`src/rtl/risc_mem_pkg.sv`:
```
// Shared types and defaults for the processor memory responder and its array.
// Contents: default AWIDTH/DWIDTH, FSM state encoding, latched operation type.
// Imported by memory_responder; mem_array is self-contained.
package risc_mem_pkg;

  localparam int AWIDTH_DEF = 5;
  localparam int DWIDTH_DEF = 8;

  typedef enum logic [1:0] {
    IDLE = 2'd0,
    WAIT = 2'd1,
    RESP = 2'd2
  } mem_state_t;

  typedef enum logic {
    OP_READ  = 1'b0,
    OP_WRITE = 1'b1
  } mem_op_t;

endpackage

```
`src/rtl/mem_array.sv`:
```
// Single-port synchronous word array: registered read data, synchronous write.
// Ports: clk, rst (sync, active-high), we/re enables, addr, wdata, rdata.
// Config: MEM_CLEAR_ON_RESET_EN zeroes every word on rst; otherwise plain RAM.
module mem_array #(
  parameter int AWIDTH = 5,
  parameter int DWIDTH = 8
) (
  input  logic              clk,
  input  logic              rst,
  input  logic              we,
  input  logic              re,
  input  logic [AWIDTH-1:0] addr,
  input  logic [DWIDTH-1:0] wdata,
  output logic [DWIDTH-1:0] rdata
);

  localparam int DEPTH = 2 ** AWIDTH;

  logic [DWIDTH-1:0] mem [DEPTH];

`ifdef MEM_CLEAR_ON_RESET_EN
  always_ff @(posedge clk) begin
    if (rst) begin
      for (int i = 0; i < DEPTH; i++) begin
        mem[i] <= '0;
      end
    end else if (we) begin
      mem[addr] <= wdata;
    end
  end
`else
  // No reset term so the array maps onto plain RAM.
  always_ff @(posedge clk) begin
    if (we) begin
      mem[addr] <= wdata;
    end
  end
`endif

  // The read register is the responder's data_out: it resets to zero and
  // holds until the next read is performed.
  always_ff @(posedge clk) begin
    if (rst) begin
      rdata <= '0;
    end else if (re) begin
      rdata <= mem[addr];
    end
  end

endmodule

```
`src/rtl/memory_responder.sv`:
```
// Memory responder: accepts rd xor wr in IDLE, waits WAIT_STATES cycles, then
// performs the access and pulses ready; rd&wr together in IDLE pulses err.
// Ports: clk, rst, mem_addr, rd, wr, data_in -> data_out, ready, err.
// Config: MEM_CLEAR_ON_RESET_EN (in mem_array) clears memory on rst.
module memory_responder
  import risc_mem_pkg::*;
#(
  parameter int AWIDTH      = AWIDTH_DEF,
  parameter int DWIDTH      = DWIDTH_DEF,
  parameter int WAIT_STATES = 0
) (
  input  logic              clk,
  input  logic              rst,
  input  logic [AWIDTH-1:0] mem_addr,
  input  logic              rd,
  input  logic              wr,
  input  logic [DWIDTH-1:0] data_in,
  output logic [DWIDTH-1:0] data_out,
  output logic              ready,
  output logic              err
);

  // Last counter value of the WAIT state; unreachable when WAIT_STATES is 0.
  localparam logic [2:0] WS_LAST = 3'(WAIT_STATES - 1);

  mem_state_t        state;
  mem_op_t           lat_op;
  logic [2:0]        wait_cnt;
  logic [AWIDTH-1:0] lat_addr;
  logic [DWIDTH-1:0] lat_data;

  logic arr_we;
  logic arr_re;

  // The array access happens on the edge that leaves RESP, so read data and
  // the ready pulse both appear WAIT_STATES+1 edges after acceptance. A
  // reset on that edge suppresses the write, so uncommitted writes are lost.
  assign arr_we = (state == RESP) && (lat_op == OP_WRITE) && !rst;
  assign arr_re = (state == RESP) && (lat_op == OP_READ);

  always_ff @(posedge clk) begin
    if (rst) begin
      state    <= IDLE;
      lat_op   <= OP_READ;
      wait_cnt <= '0;
      lat_addr <= '0;
      lat_data <= '0;
      ready    <= 1'b0;
      err      <= 1'b0;
    end else begin
      ready <= 1'b0;
      err   <= 1'b0;
      case (state)
        IDLE: begin
          if (rd ^ wr) begin
            lat_addr <= mem_addr;
            lat_data <= data_in;
            lat_op   <= wr ? OP_WRITE : OP_READ;
            wait_cnt <= '0;
            state    <= (WAIT_STATES > 0) ? WAIT : RESP;
          end else if (rd && wr) begin
            err <= 1'b1;
          end
        end
        WAIT: begin
          if (wait_cnt == WS_LAST) begin
            wait_cnt <= '0;
            state    <= RESP;
          end else begin
            wait_cnt <= wait_cnt + 3'd1;
          end
        end
        RESP: begin
          ready <= 1'b1;
          state <= IDLE;
        end
        default: state <= IDLE;
      endcase
    end
  end

  mem_array #(
    .AWIDTH(AWIDTH),
    .DWIDTH(DWIDTH)
  ) u_mem_array (
    .clk  (clk),
    .rst  (rst),
    .we   (arr_we),
    .re   (arr_re),
    .addr (lat_addr),
    .wdata(lat_data),
    .rdata(data_out)
  );

endmodule

```
`config.mk`:
```
export PLATFORM = sky130hd
export DESIGN_NAME = memory_responder
export DESIGN_NICKNAME = d
export VERILOG_FILES = /design/src/rtl/risc_mem_pkg.sv /design/src/rtl/mem_array.sv /design/src/rtl/memory_responder.sv
export SDC_FILE = /design/constraint.sdc
export NUM_CORES = 1
export LEC_CHECK = 0
export CAP_MARGIN = 10
export CORE_ASPECT_RATIO = 1.5
export CORE_UTILIZATION = 40
export DETAILED_ROUTE_END_ITERATION = 8
export MAX_ROUTING_LAYER = met4
export PLACE_DENSITY = 0.59
export SYNTH_ARGS = -nofsm -noshare
export SYNTH_HDL_FRONTEND = slang
export SYNTH_SLANG_ARGS = --single-unit
```
`constraint.sdc`:
```
create_clock -name clk -period 4.3 [get_ports clk]
set_input_delay 0.645 -clock clk [delete_from_list [all_inputs] [get_ports clk]]
set_output_delay 0.645 -clock clk [all_outputs]
set_load 0.005 [all_outputs]
```
==> run metrics, run 1 <==
CP startpoint lat_addr[0]$_SDFFE_PP0P_; post-cts repair resize count 0; Placer Congestion 0.861; Hold Buf Count CTS 0; Hold Path Class flip-flop to flip-flop; dominant cells by area after synthesis edfxtp_1 70%, mux4_2 10%, dfxtp_1 4.6%; Reg clk slew, reported paths roughly 0.060 ns; Primary FF master, synth edfxtp_1; total power approximately 5600 µW; die width about 140 µm; Max Cap Viol 0; global-route wire length before repair around 38,000 µm; synthesized area 10,900 µm²; Critical Path Source Type flip-flop; final instance area around 12,000 µm²; GRT Total Usage between 20% and 30%; placed instance area about 11,000 µm²; crit-path max FO 34; unrepaired setup endpoints after global routing false; arrival time worst endpoint 3.17 ns; clock skew between 0.009 and 0.01 ns; Slew @ Worst Pin ~1.1 ns; Lkg Pwr about 0.0035 µW; CTS Buf Count 25; Post-DP HPWL 17,100 µm; Routed WL ~26,000 µm; Post-Syn Area per Cell about 18 µm²; register area 8200 µm²; setup TNS 0 ns; total grt overflow 0; Post-Syn Nets just over 600; worst rel slew slack between 20% and 30%; vias in the first global route 5,707; Die Span Y 204 µm; post-route insts no fill 983; largest net degree at the start of global routing 51; sequential area share after synthesis between 70% and 80%; layout cells sized above 1 17.5%; crit end category flip-flop; worst vdd ir between 0.0002 and 0.0003 V; status finished clean; input/output buffers 26; initial antenna violation count 0; num rows 73; H-Tree Depth 1; Fin Hold WS about 0.48 ns; Area Overhead vs Synth 12.3%; Tmin final 3.01 ns; clk_lat worst skew 0.53 ns; DRC 0; CTS tree built; WP data required between 4 and 5 ns; max-slew violation count 0; die footprint 28,000 µm²; critical path type flip-flop to flip-flop; Hold Vio Cnt, Final 0; Initial DRC Count 489; Avg WL per Cell 26.2 µm; core area about 27,000 µm²; fmax 332 MHz; I/O pin total 27; PwrDens around 450 nW/µm²; CTS Sinks roughly 280; vias post-DR 5,570; Pre-antenna DRT Iters 5; Post-synth EDFFs between 200 and 300; synth unique cells 50; Syn. warnings 0; remaining antenna violation count after routing 0; Antenna Cells 0; asr flop ratio synth 0%; area of the multi-input gates roughly 2500 µm²; nets@finish 646; post-CTS setup buffers 0; final setup fails 0; Synth top area share 70.4%; Synth Instances 600; clk root buf clkbuf_16; Initial Util about two fifths; FF-to-FF Start lat_addr[0]$_SDFFE_PP0P_; cell total after placement ~940; Yosys top cell by area edfxtp_1; Seq cells post-synth between 200 and 300; hold_sp lat_data[1]$_SDFFE_PP0P_; Fillers ~2,300; worst-case clock buffer depth 3; Vias/cell 5.67; crit share post-route ~70%
-- report_power, final --
group	total, µW	leakage, µW	internal [µW]	switching, µW
registers	3120	0.00237	3020	102
logic	320	0.000800	150	170
clock network	2130	0.000372	1170	960
-- registers in the layout, summed over array words and instances, names as in the netlist --
signal             cells
lat_op                 1
state                  1
lat_addr               5
u_mem_array.mem      256
u_mem_array.rdata      8
ready                  1
err                    1
lat_data               8
-- metal layers --
| metal | global-route usage (%) | share of wire [%] |
|---|---|---|
| met5 | - | 0 |
| met4 | 9.85 | 4.6 |
| met3 | 2.26 | 4.8 |
| met2 | 33.2 | 52 |
| met1 | 24.2 | 39 |
-- layout by cell type, fill, tap and decap left out, types with 2 or more instances in the layout --
cell / Yosys / routed
dfxtp_4: 0 / 2
nand2b_1: 6 / 6
mux4_2: 50 / 50
dfxtp_2: 0 / 6
nand3_1: 6 / 6
edfxtp_1: 256 / 256
clkbuf_16: 0 / 25
clkinvlp_4: 0 / 4
and3_1: 2 / 2
nor3_1: 10 / 10
clkbuf_8: 0 / 2
nand4_1: 5 / 5
a22o_1: 8 / 8
nand2_1: 44 / 44
a211oi_1: 3 / 3
dfxtp_1: 25 / 17
or3_1: 3 / 3
nor2_1: 52 / 52
clkinv_4: 0 / 2
clkinv_2: 0 / 5
clkbuf_1: 10 / 5
a311oi_1: 4 / 4
o22a_1: 3 / 3
a31oi_1: 3 / 3
clkinv_1: 1 / 2
nor2b_1: 7 / 7
clkdlybuf4s50_1: 0 / 26
a2111oi_2: 2 / 2
buf_4: 5 / 10
a21oi_1: 18 / 18
a22oi_1: 7 / 7
o22ai_1: 6 / 6
mux2i_1: 24 / 24
-- layout make-up --
type,instances,area share [%]
Sequential cell,281,66.9
Multi-Input combinational cell,283,20.6
Clock buffer,32,5.48
Tap cell,337,3.44
Timing Repair Buffer,36,2.73
Clock inverter,13,0.867
Inverter,1,0.0306
-- final timing paths --
path	end	slack (ns)	cells past startpoint
worst max register to register	u_mem_array.mem[5][3]$_DFFE_PP_	1.29	3
worst min-delay path	lat_data[1]$_SDFFE_PP0P_	0.48	2
worst max-delay path	u_mem_array.mem[5][3]$_DFFE_PP_	1.29	3
worst min register to register	lat_data[1]$_SDFFE_PP0P_	0.48	2
-- cells by family after synthesis --
family	after synthesis	share of synthesized area, %
buffers and inverters	36	1.92
and+or+nand+nor	144	6.09
AOI/OAI and AO/OA	62	4.09
DFF	281	74.9
muxes	76	12.8
adders and majority gates	1	0.114
-- through the flow --
step	util [%]	setup slack, ns
global route	46.0	1.11
finish	46.0	1.29
CTS	46.0	1.23
detailed placement	43.1	1.05
floorplan	-	2.02
global placement	43.1	1.09
-- synthesized netlist by cell type (2+ instances only) --
master and n:
a22o_1 8, clkbuf_1 10, buf_1 2, nand2_1 44, nor2_1 52, a21oi_1 18, nor2b_1 7, or3_1 3
o22ai_1 6, buf_6 3, and3_1 2, dfxtp_1 25, a211oi_1 3, nand4_1 5, nand2b_1 6, mux4_2 50
mux2i_1 24, o22a_1 3, nand3_1 6, buf_4 5, buf_2 13, a22oi_1 7, edfxtp_1 256, a311oi_1 4
a2111oi_2 2, a31oi_1 3, nor3_1 10
-- worst max-delay path, cell delays in order (launching register included) --
cell,delay [ns]
dfxtp_4,0.74
clkinv_1,0.48
or3_1,0.72
nor2_1,0.67
Note: power is estimated with default switching activity, not from simulation.
==> run 2: changes to the inputs <==
==> constraint.sdc (replaced) <==
create_clock -name clk -period 2.8 [get_ports clk]
set_input_delay 0.42 -clock clk [delete_from_list [all_inputs] [get_ports clk]]
set_output_delay 0.42 -clock clk [all_outputs]
set_load 0.005 [all_outputs]
==> run metrics, run 2 (synthesis gave the netlist of run 1 again) <==
status finished clean; largest net degree at the start of global routing 35 (-31%); CTS tree built; crit-path max FO 31 (-8.8%); fmax 405 MHz (+22%); critical path depth in cells 6 (+3); core area 26,700 µm² (unchanged); nets@finish 693 (+7.3%); Critical Path, Cell by Cell buf_4, mux2i_1, o22ai_1, a22o_1, a211oi_1, a311oi_1; vias post-DR 5,807 (+4.3%); post-CTS setup buffers 0 (unchanged); placed instance area 11,900 µm² (+3.6%); critical path type flip-flop to flip-flop; Vias/cell 5.64 (-0.50%); max-slew violation count 0 (unchanged); worst-case clock buffer depth 3 (unchanged); Critical Path Source Type flip-flop; I/O pin total 27 (unchanged); worst hold path depth 3 (+1); delay of the slowest critical-path stage 0.70 ns (-0.04 ns); CP Buf/Inv Count 1 (unchanged); max reg flops 256 (unchanged); Lkg Pwr 0.00382 µW (+7.9%); Crit path max-delay family compound AO/OA/AOI/OAI gates; Placer Congestion 0.894 (+3.8%); Die Span Y 204 µm (unchanged); Pre-antenna DRT Iters 7 (+2); remaining antenna violation count after routing 0 (unchanged); setup TNS 0 ns (unchanged); layout cells sized above 1 21.8% (+4.3 points); Largest Register u_mem_array.mem; unrepaired setup endpoints after global routing false; Max Cap Viol 0 (unchanged); input/output buffers 26 (unchanged); Post-DP HPWL 17,400 µm (+1.8%); Area Overhead vs Synth 16.1%; Initial DRC Count 586 (+20%); crit share post-route 88.1% (+18 points); FF-to-FF Start lat_addr[1]$_SDFFE_PP0P_; die width 137 µm (unchanged); r2r setup slk 0.33 ns (-0.95 ns); arrival time worst endpoint 2.86 ns (-0.31 ns); PwrDens 679 nW/µm² (+50%); CTS Buf Count 24 (-4.0%); CTS Sinks 281 (unchanged); total grt overflow 0 (unchanged); Antenna Cells 0 (unchanged); final setup fails 0 (unchanged); commonest non-fill, non-tap cell in the layout edfxtp_1; Initial Util 41.0% (unchanged); global-route wire length before repair 37,800 µm (-1.1%); Hold Path Class input port to flip-flop; slowest library cell on the worst path dfxtp_4; Hold Buf Count CTS 0 (unchanged); post-cts repair resize count 0 (unchanged); H-Tree Depth 1 (unchanged); initial antenna violation count 0 (unchanged); Routed WL 25,500 µm (-1.0%); commonest cells after routing, fill and taps aside 256 x edfxtp_1, 53 x buf_4, 52 x nor2_1, 50 x mux4_2, 44 x nand2_1; num rows 73 (unchanged); Reg clk slew, reported paths 0.07 ns (about the same); Hold Vio Cnt, Final 0 (unchanged); hold_sp mem_addr[0]; final instance area 12,700 µm² (+3.4%); worst rel slew slack 42.2% (+16 points); DRC 0 (unchanged); die footprint 28,000 µm² (unchanged); Slew @ Worst Pin 0.866 ns (-0.246 ns); total power 8620 µW (+55%); clk root buf clkbuf_16; clock skew 0.0114 ns (+0.00206 ns); Worst R2R End u_mem_array.rdata[1]$_SDFFE_PP0P_; clk_lat worst skew 0.53 ns (about the same); Tmin final 2.47 ns (-0.546 ns); Avg WL per Cell 24.7 µm (-5.6%); GRT Total Usage 19.6% (-0.44 points); WP data required 3.19 ns (-1.27 ns); vias in the first global route 5,991 (+5.0%); worst vdd ir 0.000376 V (+44%); Endpoint, Worst Hold lat_addr[0]$_SDFFE_PP0P_; crit end category flip-flop; Regs by FF count u_mem_array.mem (256), lat_data (8), u_mem_array.rdata (8); r2r worst-path depth 6 (+3)
## run 2: worst max path at each step
stage | start | to
after floorplan | lat_addr[0]$_SDFFE_PP0P_ | u_mem_array.mem[17][0]$_DFFE_PP_
after global placement | rst | u_mem_array.mem[13][4]$_DFFE_PP_
after detailed placement | rst | u_mem_array.mem[1][2]$_DFFE_PP_
after CTS | lat_addr[0]$_SDFFE_PP0P_ | u_mem_array.mem[1][3]$_DFFE_PP_
after global routing | lat_addr[1]$_SDFFE_PP0P_ | u_mem_array.rdata[1]$_SDFFE_PP0P_
final | lat_addr[1]$_SDFFE_PP0P_ | u_mem_array.rdata[1]$_SDFFE_PP0P_
## run 2: tightest hold or removal path, cell delays in order
cell and delay [ns]:
clkdlybuf4s50_1 0.40, nand2_1 0.06, a21oi_1 0.05
## run 2: final cells by class
class | instances | area, µm²
well taps | 337 | 422
fillers | 2219 | 14000
repair buffers | 84 | 758
clock inverters | 12 | 108
clock buffers | 32 | 672
multi-input cells | 283 | 2530
inverters | 1 | 3.75
flip-flops and latches | 281 | 8200
## run 2: power by group
part           switching [µW]  internal, µW  total, µW
registers                89.7          4630       4720
clock network            1430          1870       3310
logic                     332           261        594
total                    1860          6760       8620
## run 2: metal layers
layer,GRT usage (%),up-vias,share of wire (%)
met4,9.11,0,4.3
met3,2.31,45,4.7
met5,-,-,0
met2,32.6,204,52
met1,23.6,3024,39
li1,-,2534,-
## run 2: stage by stage
stage | std cells | setup slack, ns | hold WS (ns) | utilization (%)
after detailed placement | 986 | 0.390 | 0.459 | 44.6
after CTS | 1030 | 0.374 | 0.426 | 47.6
after global routing | 1030 | 0.116 | 0.440 | 47.6
final | 1030 | 0.333 | 0.443 | 47.6
after global placement | 986 | 0.369 | 0.446 | 44.6
after floorplan | 600 | 0.697 | 0.483 | -
==> run 3: changes to the inputs <==
--- a/config.mk
+++ b/config.mk
@@ -11,6 +11,7 @@
 export DETAILED_ROUTE_END_ITERATION = 8
 export MAX_ROUTING_LAYER = met4
 export PLACE_DENSITY = 0.59
+export SKIP_CTS_REPAIR_TIMING = 1
 export SYNTH_ARGS = -nofsm -noshare
 export SYNTH_HDL_FRONTEND = slang
 export SYNTH_SLANG_ARGS = --single-unit
==> constraint.sdc (replaced) <==
create_clock -name clk -period 2.8 [get_ports clk]
set_input_delay 0.28 -clock clk [delete_from_list [all_inputs] [get_ports clk]]
set_output_delay 0.28 -clock clk [all_outputs]
set_load 0.005 [all_outputs]
==> run metrics, run 3 (synthesis gave the netlist of run 1 again) <==
unrepaired setup endpoints after global routing false; Tmin final 2.44 ns (-0.0223 ns); H-Tree Depth 1 (unchanged); Fin Hold WS 0.302 ns (-0.141 ns); Die Span Y 204 µm (unchanged); max-slew violation count 0 (unchanged); FF-to-FF Start lat_addr[1]$_SDFFE_PP0P_; worst vdd ir 0.000397 V (+5.4%); Critical Path, Cell by Cell mux4_2, a22o_1, a211oi_1, a311oi_1; GRT Total Usage 19.4% (-0.22 points); Largest Register u_mem_array.mem; Vias/cell 5.51 (-2.3%); delay of the slowest critical-path stage 0.73 ns (+0.03 ns); Slew @ Worst Pin 0.776 ns (-0.0905 ns); largest net degree at the start of global routing 36 (+2.9%); Worst R2R End u_mem_array.rdata[1]$_SDFFE_PP0P_; Initial Util 41.0% (unchanged); WP data required 3.18 ns (about the same); final setup fails 0 (unchanged); worst hold path depth 3 (unchanged); global-route wire length before repair 37,400 µm (-1.1%); metal3 WL 1140 µm (-5.7%); status finished clean; initial antenna violation count 0 (unchanged); commonest non-fill, non-tap cell in the layout edfxtp_1; setup TNS 0 ns (unchanged); met1 WL 9810 µm (about the same); critical path type flip-flop to flip-flop; Pre-antenna DRT Iters 5 (-2); cell total after placement 990 (+0.41%); die footprint 28,000 µm² (unchanged); slowest library cell on the worst path dfxtp_4; nets@finish 698 (+0.72%); PwrDens 676 nW/µm² (-0.48%); core area 26,700 µm² (unchanged); placed instance area 11,900 µm² (about the same); max reg flops 256 (unchanged); CTS Buf Count 25 (+4.2%); worst rel slew slack 47.9% (+5.7 points); crit end category flip-flop; Lkg Pwr 0.00384 µW (+0.53%); DRC 0 (unchanged); Regs by FF count u_mem_array.mem (256), lat_data (8), u_mem_array.rdata (8); hold_sp data_in[3]; CTS tree built; post-route insts no fill 1,035 (+0.49%); total grt overflow 0 (unchanged); Placer Congestion 0.849 (-5.0%); input/output buffers 26 (unchanged); layout cells sized above 1 22.8% (+0.99 points); Post-DP HPWL 16,900 µm (-2.4%); crit share post-route 87.3% (-0.80 points); Critical Path Source Type flip-flop; Avg WL per Cell 24.1 µm (-2.4%); final instance area 12,700 µm² (about the same); vias post-DR 5,701 (-1.8%); Endpoint, Worst Hold lat_data[3]$_SDFFE_PP0P_; Max Cap Viol 0 (unchanged); r2r worst-path depth 4 (-2); Final Util 47.5% (about the same); fmax 409 MHz (+0.91%); worst-case clock buffer depth 3 (unchanged); die width 137 µm (unchanged); Initial DRC Count 458 (-22%); CTS Sinks 281 (unchanged); arrival time worst endpoint 2.82 ns (-0.04 ns); Hold Path Class input port to flip-flop; r2r setup slk 0.36 ns (+0.02 ns); Area Overhead vs Synth 16.1% (about the same); Routed WL 25,000 µm (-1.9%); highest routed metal layer met4; vias in the first global route 5,921 (-1.2%); metal2 WL 12,800 µm (-3.9%); remaining antenna violation count after routing 0 (unchanged); num rows 73 (unchanged); clk_lat worst skew 0.53 ns (about the same); clk root buf clkbuf_16; Hold Vio Cnt, Final 0 (unchanged); clock skew 0.0109 ns (-0.000501 ns); commonest cells after routing, fill and taps aside 256 x edfxtp_1, 60 x buf_4, 52 x nor2_1, 50 x mux4_2, 44 x nand2_1; I/O pin total 27 (unchanged); Reg clk slew, reported paths 0.06 ns (about the same); crit-path max FO 35 (+13%); Antenna Cells 0 (unchanged)
-- run 3: cell types whose count changed in the layout (fill, tap and decap cells not counted) --
cell,before,now
clkinvlp_4,1,0
clkbuf_8,2,3
buf_4,53,60
clkbuf_1,5,2
clkinv_2,5,7
inv_6,0,1
clkinv_4,0,2
buf_12,5,2
bufinv_16,2,1
-- run 3: metal layers --
metal / GRT usage (%) / vias up
met5: - / -
met4: 9.46 / 0
met3: 2.55 / 62
met2: 32.2 / 175
met1: 23.1 / 2909
li1: - / 2555
-- run 3: critical path, delay by kind of cell (launching register included) --
kind               cells  cell delay (ns)
muxes                  1             0.59
DFF                    1             0.73
AOI/OAI and AO/OA      3             0.94
-- run 3: final cells by class --
| cell class | instances | area, µm² |
|---|---|---|
| repair buffers | 88 | 751 |
| clock buffers | 30 | 674 |
| inverters | 1 | 3.75 |
| fillers | 2219 | 14000 |
| flip-flops and latches | 281 | 8200 |
| well taps | 337 | 422 |
| multi-input cells | 283 | 2530 |
| clock inverters | 15 | 106 |
-- run 3: through the flow --
| stage | power, µW | worst slack [ns] |
|---|---|---|
| 2_1_floorplan | 5140 | 0.697 |
| 3_3_place_gp | 5390 | 0.425 |
| 3_5_place_dp | 5400 | 0.397 |
| 4_1_cts | 8630 | 0.375 |
| 5_1_grt | 8820 | 0.310 |
| 6_report | 8570 | 0.355 |
-- run 3: report_power, final --
part | internal [µW] | switching, µW | total (µW)
logic | 258 | 328 | 586
clock network | 1810 | 1460 | 3270
registers | 4630 | 87.5 | 4720
total | 6700 | 1870 | 8570
-- run 3: how the worst max path moves through the flow --
stage | start | end | slack, ns | cells past startpoint
after floorplan | lat_addr[0]$_SDFFE_PP0P_ | u_mem_array.mem[17][0]$_DFFE_PP_ | 0.70 | 6
after global placement | lat_addr[0]$_SDFFE_PP0P_ | u_mem_array.rdata[5]$_SDFFE_PP0P_ | 0.42 | 5
after detailed placement | lat_addr[0]$_SDFFE_PP0P_ | u_mem_array.rdata[4]$_SDFFE_PP0P_ | 0.40 | 5
after CTS | lat_addr[0]$_SDFFE_PP0P_ | u_mem_array.rdata[4]$_SDFFE_PP0P_ | 0.37 | 5
after global routing | lat_addr[0]$_SDFFE_PP0P_ | u_mem_array.rdata[3]$_SDFFE_PP0P_ | 0.31 | 6
final | lat_addr[1]$_SDFFE_PP0P_ | u_mem_array.rdata[1]$_SDFFE_PP0P_ | 0.36 | 4
